**config.mk**
```make
export PLATFORM = sky130hd
export DESIGN_NAME = uart_rx
export DESIGN_NICKNAME = d
export VERILOG_FILES = /design/src/rtl/uart_pkg.sv /design/src/rtl/uart_rx_sync.sv /design/src/rtl/uart_rx.sv
export SDC_FILE = /design/constraint.sdc
export NUM_CORES = 1
export LEC_CHECK = 0
export CELL_PAD_IN_SITES_DETAIL_PLACEMENT = 0
export CELL_PAD_IN_SITES_GLOBAL_PLACEMENT = 2
export CORE_AREA = 2 2 75 77
export DETAILED_ROUTE_END_ITERATION = 16
export DIE_AREA = 0 0 77 79
export PLACE_DENSITY_LB_ADDON = 0.1
export RECOVER_POWER = 25
export SLEW_MARGIN = 30
export SYNTH_ARGS = -nofsm -noshare
export SYNTH_HDL_FRONTEND = slang
export SYNTH_HIERARCHICAL = 1
export SYNTH_SLANG_ARGS = --single-unit
```
**constraint.sdc**
```tcl
create_clock -name main_clk -period 4 [get_ports main_clk]
set_input_delay 0.6 -clock main_clk [delete_from_list [all_inputs] [get_ports main_clk]]
set_output_delay 0.6 -clock main_clk [all_outputs]
set_load 0.02 [all_outputs]
```
**src/rtl/uart_pkg.sv**
```systemverilog
// -----------------------------------------------------------------------------
// uart_pkg
//
// Definitions shared by the UART blocks (receiver and transmitter):
//   - uart_state_e : FSM state encoding, also driven out as the 8-bit status code
//   - MID_TICK     : 16x tick index of the start-bit midpoint
//   - LAST_TICK    : 16x tick index that ends a bit period
//   - uart_frame_t : frame-format descriptor used by the TX side
//   - parity_bit() : parity bit for a data word, even or odd sense
// -----------------------------------------------------------------------------
package uart_pkg;

  typedef enum logic [7:0] {
    ST_IDLE       = 8'd1,
    ST_START      = 8'd2,
    ST_DATA       = 8'd3,
    ST_PARITY     = 8'd4,
    ST_STOP       = 8'd5,
    ST_BREAK_WAIT = 8'd6,
    ST_DONE       = 8'd255
  } uart_state_e;

  localparam logic [3:0] MID_TICK  = 4'd7;
  localparam logic [3:0] LAST_TICK = 4'd15;

  typedef struct packed {
    logic [3:0] data_bits;   // 5..8
    logic       parity_en;
    logic       parity_odd;
    logic       two_stop;
  } uart_frame_t;

  // Parity bit that makes the total count of ones even (odd = 0) or odd (odd = 1).
  function automatic logic parity_bit(input logic [7:0] data, input logic odd);
    return (^data) ^ odd;
  endfunction

endpackage

```
**src/rtl/uart_rx_sync.sv**
```systemverilog
// -----------------------------------------------------------------------------
// uart_rx_sync
//
// Multi-stage synchroniser for the asynchronous serial line.
//   main_clk : system clock
//   areset   : asynchronous active-high reset
//   rx_i     : raw asynchronous serial input
//   rx_o     : synchronised serial line
// Parameter SYNC_STAGES (>= 2) sets the number of flip-flop stages.
// -----------------------------------------------------------------------------
module uart_rx_sync #(
  parameter int unsigned SYNC_STAGES = 2
) (
  input  logic main_clk,
  input  logic areset,
  input  logic rx_i,
  output logic rx_o
);

  logic [SYNC_STAGES-1:0] sync_q;

  // NOTE: stages reset to 1 (idle line level) so leaving reset cannot look like
  // a falling start edge.
  always_ff @(posedge main_clk or posedge areset) begin
    if (areset) begin
      sync_q <= '1;
    end else begin
      sync_q <= {sync_q[SYNC_STAGES-2:0], rx_i};
    end
  end

  assign rx_o = sync_q[SYNC_STAGES-1];

endmodule

```
**src/rtl/uart_rx.sv**
```systemverilog
// -----------------------------------------------------------------------------
// uart_rx
//
// 16x-oversampled UART receiver (start, DATA_BITS data LSB first, optional
// parity, one stop bit) with valid/ready output handshake.
//   main_clk    : system clock
//   areset      : asynchronous active-high reset
//   enable      : registered; allows a new frame to start (checked in IDLE only)
//   tick_16x    : one-cycle pulse at 16x the baud rate
//   rx          : asynchronous serial line, idle high
//   rx_ready    : consumer accepts rx_data
//   rx_data     : received word, right-aligned
//   rx_valid    : rx_data / frame_err / parity_err are valid
//   frame_err   : stop bit sampled low (held with rx_data)
//   parity_err  : parity mismatch (held with rx_data), 0 without parity
//   overrun_err : one-cycle pulse when an unconsumed word is overwritten
//   busy        : FSM not in IDLE
//   status      : current state code
// Compile-time option: define UART_RX_PARITY_EN to add the parity bit.
// -----------------------------------------------------------------------------
module uart_rx
  import uart_pkg::*;
#(
  parameter int unsigned DATA_BITS   = 8,
  parameter int unsigned SYNC_STAGES = 2,
  parameter int unsigned PARITY_ODD  = 0
) (
  input  logic                 main_clk,
  input  logic                 areset,
  input  logic                 enable,
  input  logic                 tick_16x,
  input  logic                 rx,
  input  logic                 rx_ready,
  output logic [DATA_BITS-1:0] rx_data,
  output logic                 rx_valid,
  output logic                 frame_err,
  output logic                 parity_err,
  output logic                 overrun_err,
  output logic                 busy,
  output logic [7:0]           status
);

  localparam logic [3:0] LAST_BIT = 4'(DATA_BITS - 1);
  localparam logic       PAR_ODD  = (PARITY_ODD != 0);

  uart_state_e          state_q, state_d;
  logic                 rx_s;
  logic                 enable_q;
  logic [3:0]           tick_cnt_q, tick_cnt_d;
  logic [3:0]           bit_cnt_q, bit_cnt_d;
  logic [DATA_BITS-1:0] shift_q, shift_d;
  logic                 stop_bit_q, stop_bit_d;
  logic [DATA_BITS-1:0] rx_data_q, rx_data_d;
  logic                 rx_valid_q, rx_valid_d;
  logic                 frame_err_q, frame_err_d;
  logic                 overrun_q, overrun_d;
  logic                 counting, mid_tick, last_tick;

  uart_rx_sync #(
    .SYNC_STAGES (SYNC_STAGES)
  ) u_sync (
    .main_clk (main_clk),
    .areset   (areset),
    .rx_i     (rx),
    .rx_o     (rx_s)
  );

  assign counting  = state_q inside {ST_START, ST_DATA, ST_PARITY, ST_STOP};
  assign mid_tick  = tick_16x && (tick_cnt_q == MID_TICK);
  assign last_tick = tick_16x && (tick_cnt_q == LAST_TICK);

  // ---------------------------------------------------------------- state register
  // NOTE: sequential state uses non-blocking assignments so every flop samples
  // the pre-edge values regardless of process ordering.
  always_ff @(posedge main_clk or posedge areset) begin
    if (areset) begin
      state_q <= ST_IDLE;
    end else begin
      state_q <= state_d;
    end
  end

  // ---------------------------------------------------------------- next state
  // NOTE: every combinational output gets a default first, so no path can
  // leave it unassigned and infer a latch.
  always_comb begin
    state_d = state_q;
    case (state_q)
      ST_IDLE:       if (enable_q && !rx_s) state_d = ST_START;
      ST_START:      if (mid_tick) state_d = rx_s ? ST_IDLE : ST_DATA;
      ST_DATA: begin
        if (last_tick && (bit_cnt_q == LAST_BIT)) begin
`ifdef UART_RX_PARITY_EN
          state_d = ST_PARITY;
`else
          state_d = ST_STOP;
`endif
        end
      end
`ifdef UART_RX_PARITY_EN
      ST_PARITY:     if (last_tick) state_d = ST_STOP;
`endif
      ST_STOP:       if (last_tick) state_d = ST_DONE;
      ST_DONE:       state_d = stop_bit_q ? ST_IDLE : ST_BREAK_WAIT;
      // Hold off until the line returns high so a break cannot start frames.
      ST_BREAK_WAIT: if (rx_s) state_d = ST_IDLE;
      default:       state_d = ST_IDLE;
    endcase
  end

  // ---------------------------------------------------------------- datapath / outputs
`ifdef UART_RX_PARITY_EN
  logic par_err_q, par_err_d;
  logic parity_err_q, parity_err_d;
`endif

  always_comb begin
    tick_cnt_d  = tick_cnt_q;
    bit_cnt_d   = bit_cnt_q;
    shift_d     = shift_q;
    stop_bit_d  = stop_bit_q;
    rx_data_d   = rx_data_q;
    rx_valid_d  = rx_valid_q;
    frame_err_d = frame_err_q;
    overrun_d   = 1'b0;
`ifdef UART_RX_PARITY_EN
    par_err_d    = par_err_q;
    parity_err_d = parity_err_q;
`endif

    if (state_d != state_q) begin
      tick_cnt_d = '0;
    end else if (counting && tick_16x) begin
      tick_cnt_d = tick_cnt_q + 4'd1;
    end

    if (state_q == ST_IDLE) begin
      bit_cnt_d = '0;
    end

    // Right shift: the first (LSB) bit ends up at bit 0 after DATA_BITS shifts.
    if ((state_q == ST_DATA) && last_tick) begin
      shift_d   = {rx_s, shift_q[DATA_BITS-1:1]};
      bit_cnt_d = bit_cnt_q + 4'd1;
    end

`ifdef UART_RX_PARITY_EN
    if ((state_q == ST_PARITY) && last_tick) begin
      par_err_d = rx_s ^ parity_bit(8'(shift_q), PAR_ODD);
    end
`endif

    if ((state_q == ST_STOP) && last_tick) begin
      stop_bit_d = rx_s;
    end

    if (rx_valid_q && rx_ready) begin
      rx_valid_d = 1'b0;
    end

    // A new word always loads; it only counts as an overrun if the old one
    // is still pending and not being taken on this same edge.
    if (state_q == ST_DONE) begin
      rx_data_d   = shift_q;
      frame_err_d = ~stop_bit_q;
      rx_valid_d  = 1'b1;
      overrun_d   = rx_valid_q && !rx_ready;
`ifdef UART_RX_PARITY_EN
      parity_err_d = par_err_q;
`endif
    end
  end

  always_ff @(posedge main_clk or posedge areset) begin
    if (areset) begin
      enable_q    <= 1'b0;
      tick_cnt_q  <= '0;
      bit_cnt_q   <= '0;
      shift_q     <= '0;
      stop_bit_q  <= 1'b1;
      rx_data_q   <= '0;
      rx_valid_q  <= 1'b0;
      frame_err_q <= 1'b0;
      overrun_q   <= 1'b0;
`ifdef UART_RX_PARITY_EN
      par_err_q    <= 1'b0;
      parity_err_q <= 1'b0;
`endif
    end else begin
      enable_q    <= enable;
      tick_cnt_q  <= tick_cnt_d;
      bit_cnt_q   <= bit_cnt_d;
      shift_q     <= shift_d;
      stop_bit_q  <= stop_bit_d;
      rx_data_q   <= rx_data_d;
      rx_valid_q  <= rx_valid_d;
      frame_err_q <= frame_err_d;
      overrun_q   <= overrun_d;
`ifdef UART_RX_PARITY_EN
      par_err_q    <= par_err_d;
      parity_err_q <= parity_err_d;
`endif
    end
  end

  assign rx_data     = rx_data_q;
  assign rx_valid    = rx_valid_q;
  assign frame_err   = frame_err_q;
  assign overrun_err = overrun_q;
  assign busy        = (state_q != ST_IDLE);
  assign status      = state_q;

`ifdef UART_RX_PARITY_EN
  assign parity_err = parity_err_q;
`else
  logic unused_parity_odd;
  assign unused_parity_odd = PAR_ODD;
  assign parity_err        = 1'b0;
`endif

endmodule

```
# == After elaboration in Yosys (flattened, before gate mapping) ==
# Cells that the tools add are included.
# op_classes
mux,15
n_eq_ne,12
bitwise,1
addsub,2
n_reduce_logical,15
# ops
op,n
$pmux W8 S6,1
$mux W8,5
$eq A8 B3 Y1 const B,3
$eq A8 B2 Y1 const B,2
$mux W4,4
$logic_and A1 B1 Y1,9
$add A4 B1 Y4 const B,2
$eq A4 B3 Y1 const B,2
$eq A8 B1 Y1 const B,1
$eq A8 B8 Y1 const B,1
$ne A8 B1 Y1 const B,1
$ne A8 B8 Y1,1
$reduce_bool A2 Y1,3
$eq A4 B4 Y1 const B,1
$reduce_bool A4 Y1,1
$mux W1,3
$mux W3,1
$logic_not A1 Y1,2
$mux W2,1
$not A1 Y1,1
# totals
out_inout_bits,21
ff_bits,39
in_bits,6
word_cells,56

# == Longest topological paths before layout ==
# depth
ltp_word,7
mapped_depth,7
depth_no_buf,6

# == Hierarchy ==
# Netlist, hierarchy kept.
# modules_own_cells
module,cells_per_inst,n_inst,area_each_um2
uart_rx,173,1,1764.2
uart_rx_sync,3,1,56.3

# == Worst setup path after synthesis ==
# OpenSTA, ideal clock, no wires.
# synth_path
path_kind,reg2reg
start,"reg state_q[0], in the netlist status[0]"
end,reg tick_cnt_q[0]
slack_ns,1.718
required_ns,3.852
t_arrival_ns,2.134
path_stages_with_launch,7
path_cell_list,dfstp_2 -> buf_2 -> or4b_1 -> nor4_2 -> a221oi_1 -> a2bb2o_1 -> nor3_1
# synth_between
elab_chain_len,4
elab_cells_between_ends,18
classes_between,eq/ne (8); mux (7); reduce/logical (3)
# synth_rtl
element,line,rtl
from (decl),uart_rx.sv:46,"uart_state_e state_q, state_d;"
from (signal assigned),uart_rx.sv:79,state_q <= state_d;
$eq A8 B3 Y1 (tied with other cells),uart_rx.sv:88,case (state_q)
$pmux W8 S6 *,uart_rx.sv:88,
named net state_d[5],uart_rx.sv:46,
$ne A8 B8 Y1 *,uart_rx.sv:131,if (state_d != state_q) begin
$mux W4 or $reduce_bool A2 Y1 (tied branches),n/a,
to (signal assigned),uart_rx.sv:191,tick_cnt_q <= tick_cnt_d;
to (decl),uart_rx.sv:49,"logic [3:0] tick_cnt_q, tick_cnt_d;"
# The timed path passes the listed nets; every way through them passes the cells marked *.
# A chain may end at the register's enable or synchronous reset.

# == Worst setup path in the final report ==
# layout_path
start,"reg state_q[5], in the netlist status[5]"
end,out busy
# layout_between
elab_chain_len,1
# layout_rtl
element,line,rtl
$ne A8 B1 Y1,uart_rx.sv:210,assign busy = (state_q != ST_IDLE);
to (decl),uart_rx.sv:39,"output logic busy,"
# No other way between the ends.

==> metrics.csv <==
stage,metric,value,unit
route,first_iter_violations,101,
synthesis,synth_edf_count,0,
global_routing,grt_pass1_vias,1322,
global_routing,antenna_found_initial,0,
synthesis,synth_ff_type,dfrtp_1,
power_and_ir_drop,vdd_drop_max,208,uV
status,status,"finished, final reports clean",
timing,grt_setup_unrepaired,no,
clocking,post_cts_buffers,0,
final_layout,diodes,0,
synthesis,synth_most_common_cell,dfrtp_1,
critical_path,start_kind,flip-flop,
timing,final-max-slew-violation-count,0,
synthesis,synth_top_cell_area_share,48.1,%
timing,tightest_slew,0.979,ns
floorplanning,die_y,79,um
clocking,cts_root_buffer,clkbuf_8,
route,routed_wl,3890,um
clocking,clkSinkCount,39,
floorplanning,die_x,77,um
global_routing,overflow,0,
run,max-cap-violations,0,
clocking,ctsResizeCount,0,
critical_path,worstPathRequired,3.40,ns
critical_path,path_max_fanout,6,
critical_path,cp_slowest_cell,or4_4,
synthesis,syn_nets,184,
timing,relSlewSlack,34.6,%
timing,hold_viol,0,
synthesis,async_flop_share,100,%
timing,setup_violations,0,
route,wl_per_cell,14.1,um
critical_path,worstSetupEndpointType,output pin,
timing,setup-tns-final,0,ns
route,remaining_drc_errors,0,
global_routing,grt_pass1_wl,6580,um
synthesis,netlist_instances,176,
clocking,clk_path_buf_depth,2,
final_layout,nets,211,
floorplanning,io_pins,27,
global_routing,track_usage,14.0,%
timing,period_minus_slack,2.99,ns
worst_hold_path,min_path_type,reg -> reg,
critical_path,arrival,2.39,ns
clocking,cts_made_buffers,5,
clocking,cts_tree,yes,
place,portBuffers,25,
synthesis,yosys.area.top_type,dfrtp_1,
synthesis,syn_avg_cell_area,10.3,um2
final_layout,synthToLayoutAreaGrowth,25.2,%
floorplanning,core-area,0.00534,mm2
clocking,clk_pin_slew,0.07,ns
power_and_ir_drop,powerDensity,462,mW/mm2
route,ant_nets,0,
timing,fin_skew,0.00820,ns
route,vias,1371,
timing,finalCritPeriodShare,74.7,%
critical_path,slowest_delay,0.61,ns
floorplanning,die_area,0.00608,mm2
critical_path,criticalPathCategory,reg -> out,
clocking,clk_latency,0.29,ns
critical_path,path_cells,"or4_4, or3_4, nand2b_1, clkdlybuf4s50_1",
final_layout,drive_gt1_share,14.7,%
synthesis,yosysSeqAreaShare,53.9,%
timing,holdWs,0.360,ns
synthesis,synthTopCellsByArea,"dfrtp_1 48%, nand2_1 6.8%, dfstp_2 5.8%",
power_and_ir_drop,p_leak,0.00106,uW
place,place_congestion,0.760,
place,dp_hpwl,2810,um
synthesis,ys_warn_count,6,
timing,max_freq,335,MHz
route,viasPerCell,4.97,
global_routing,grt_start_max_net_pins,26,
clocking,hold_buffers,0,
clocking,htree_levels,2,
synthesis,ys_seq_elements,39,
floorplanning,core.rowCount,27,
synthesis,synth_common_cells,"35 x dfrtp_1, 33 x nand2_1, 9 x mux2_2",
synthesis,ys_types,47,
synthesis,synth_area,0.00182,mm2
route,drtPass1Iterations,4,
floorplanning,start_util,34.1,%
sequential cells by signal, indices dropped and copies added (netlist names):
register	flops
status	8
rx_valid	1
stop_bit_q	1
frame_err	1
u_sync/sync_q	2
tick_cnt_q	4
enable_q	1
rx_data	8
overrun_err	1
bit_cnt_q	4
shift_q	8
layer usage:
| layer | track usage (%) | wire length, um | vias to the layer above | part of all wire (%) |
|---|---|---|---|---|
| met1 | 19.9 | 1920 | 673 | 49 |
| met4 | 5.36 | 35 | 0 | 0.90 |
| met2 | 20.8 | 1790 | 25 | 46 |
| met3 | 3.30 | 145 | 4 | 3.7 |
| met5 | 0 | 0 | - | 0 |
| li1 | - | - | 669 | - |
cell families (layout without fill, tap and decap cells):
logic type                 count (synthesis)  after routing  synth area share [%]
muxes                                     10             10                  6.12
xor gates and xnor gates                   5              5                  2.41
buffers and inverters                     14             42                  3.30
adders and majority gates                  2              2                  1.37
DFF                                       39             39                  53.9
AOI/OAI and AO/OA                         23             23                  9.00
and+or+nand+nor                           82             82                  23.7
other                                      1              1                 0.206
layout make-up:
cell class | count | area [um2]
clock buffer | 6 | 72.6
clock inverter | 2 | 60.1
fill | 554 | 3060
inverter | 6 | 22.5
multi-input combinational | 123 | 779
sequential | 39 | 981
tap | 72 | 90.1
timing repair buffer | 28 | 273
path summary, 6_finish.rpt:
kind,from,to,slack (ns),cells past startpoint
worst max-delay path,status[5]$_DFF_PP0_,busy,1.01,4
worst min-delay path,u_sync/sync_q[0]$_DFF_PP1_,u_sync/sync_q[1]$_DFF_PP1_,0.36,0
worst max register to register,status[5]$_DFF_PP0_,bit_cnt_q[3]$_DFFE_PP0P_,1.51,5
worst min register to register,u_sync/sync_q[0]$_DFF_PP1_,u_sync/sync_q[1]$_DFF_PP1_,0.36,0
max in group asynchronous,areset,stop_bit_q$_DFFE_PP1P_,2.19,3
min in group asynchronous,areset,u_sync/sync_q[0]$_DFF_PP1_,0.79,2
power by group:
part	switching [uW]	internal (uW)
sequential	37.2	416
combinational	119	98.4
clock	133	249
placed cells by master, fill, tap and decap left out, types with 2 or more instances in the layout:
cell and count:
nand3b_1 2, nand2b_1 3, dfstp_2 4, o21ai_1 2, mux2_2 9, xnor2_1 4, or3_1 2, bufinv_16 2
nor2b_1 2, nand2_1 33, a211o_1 3, nor4_1 5, or4b_1 2, clkdlybuf4s50_1 22, clkbuf_8 5, nand4_1 2
dlygate4sd3_1 3, nand3_1 6, o21ai_0 4, buf_4 3, nor3_1 8, a21oi_1 5, ha_1 2, inv_1 6
dfrtp_1 35, nor2_1 6
worst max-delay path: cells and delay by family, from the launching register on:
family / cells / cell delay, ns
buffers and inverters: 1 / 0.53
DFF: 1 / 0.42
and+or+nand+nor: 3 / 1.16
through the flow:
stage                     utilization (%)  cell area (um2)  worst slack [ns]  power [uW]  instances
after CTS                            42.7             2280             0.997        1070        276
after detailed placement             40.2             2150              1.09         682        268
after global placement               40.2             2150              1.14         676        268
after floorplan                         -             1820              1.72         607        176
after global routing                 42.7             2280             0.940        1120        276
final                                42.7             2280              1.01        1050        276
(Power assumes the default switching activity.)
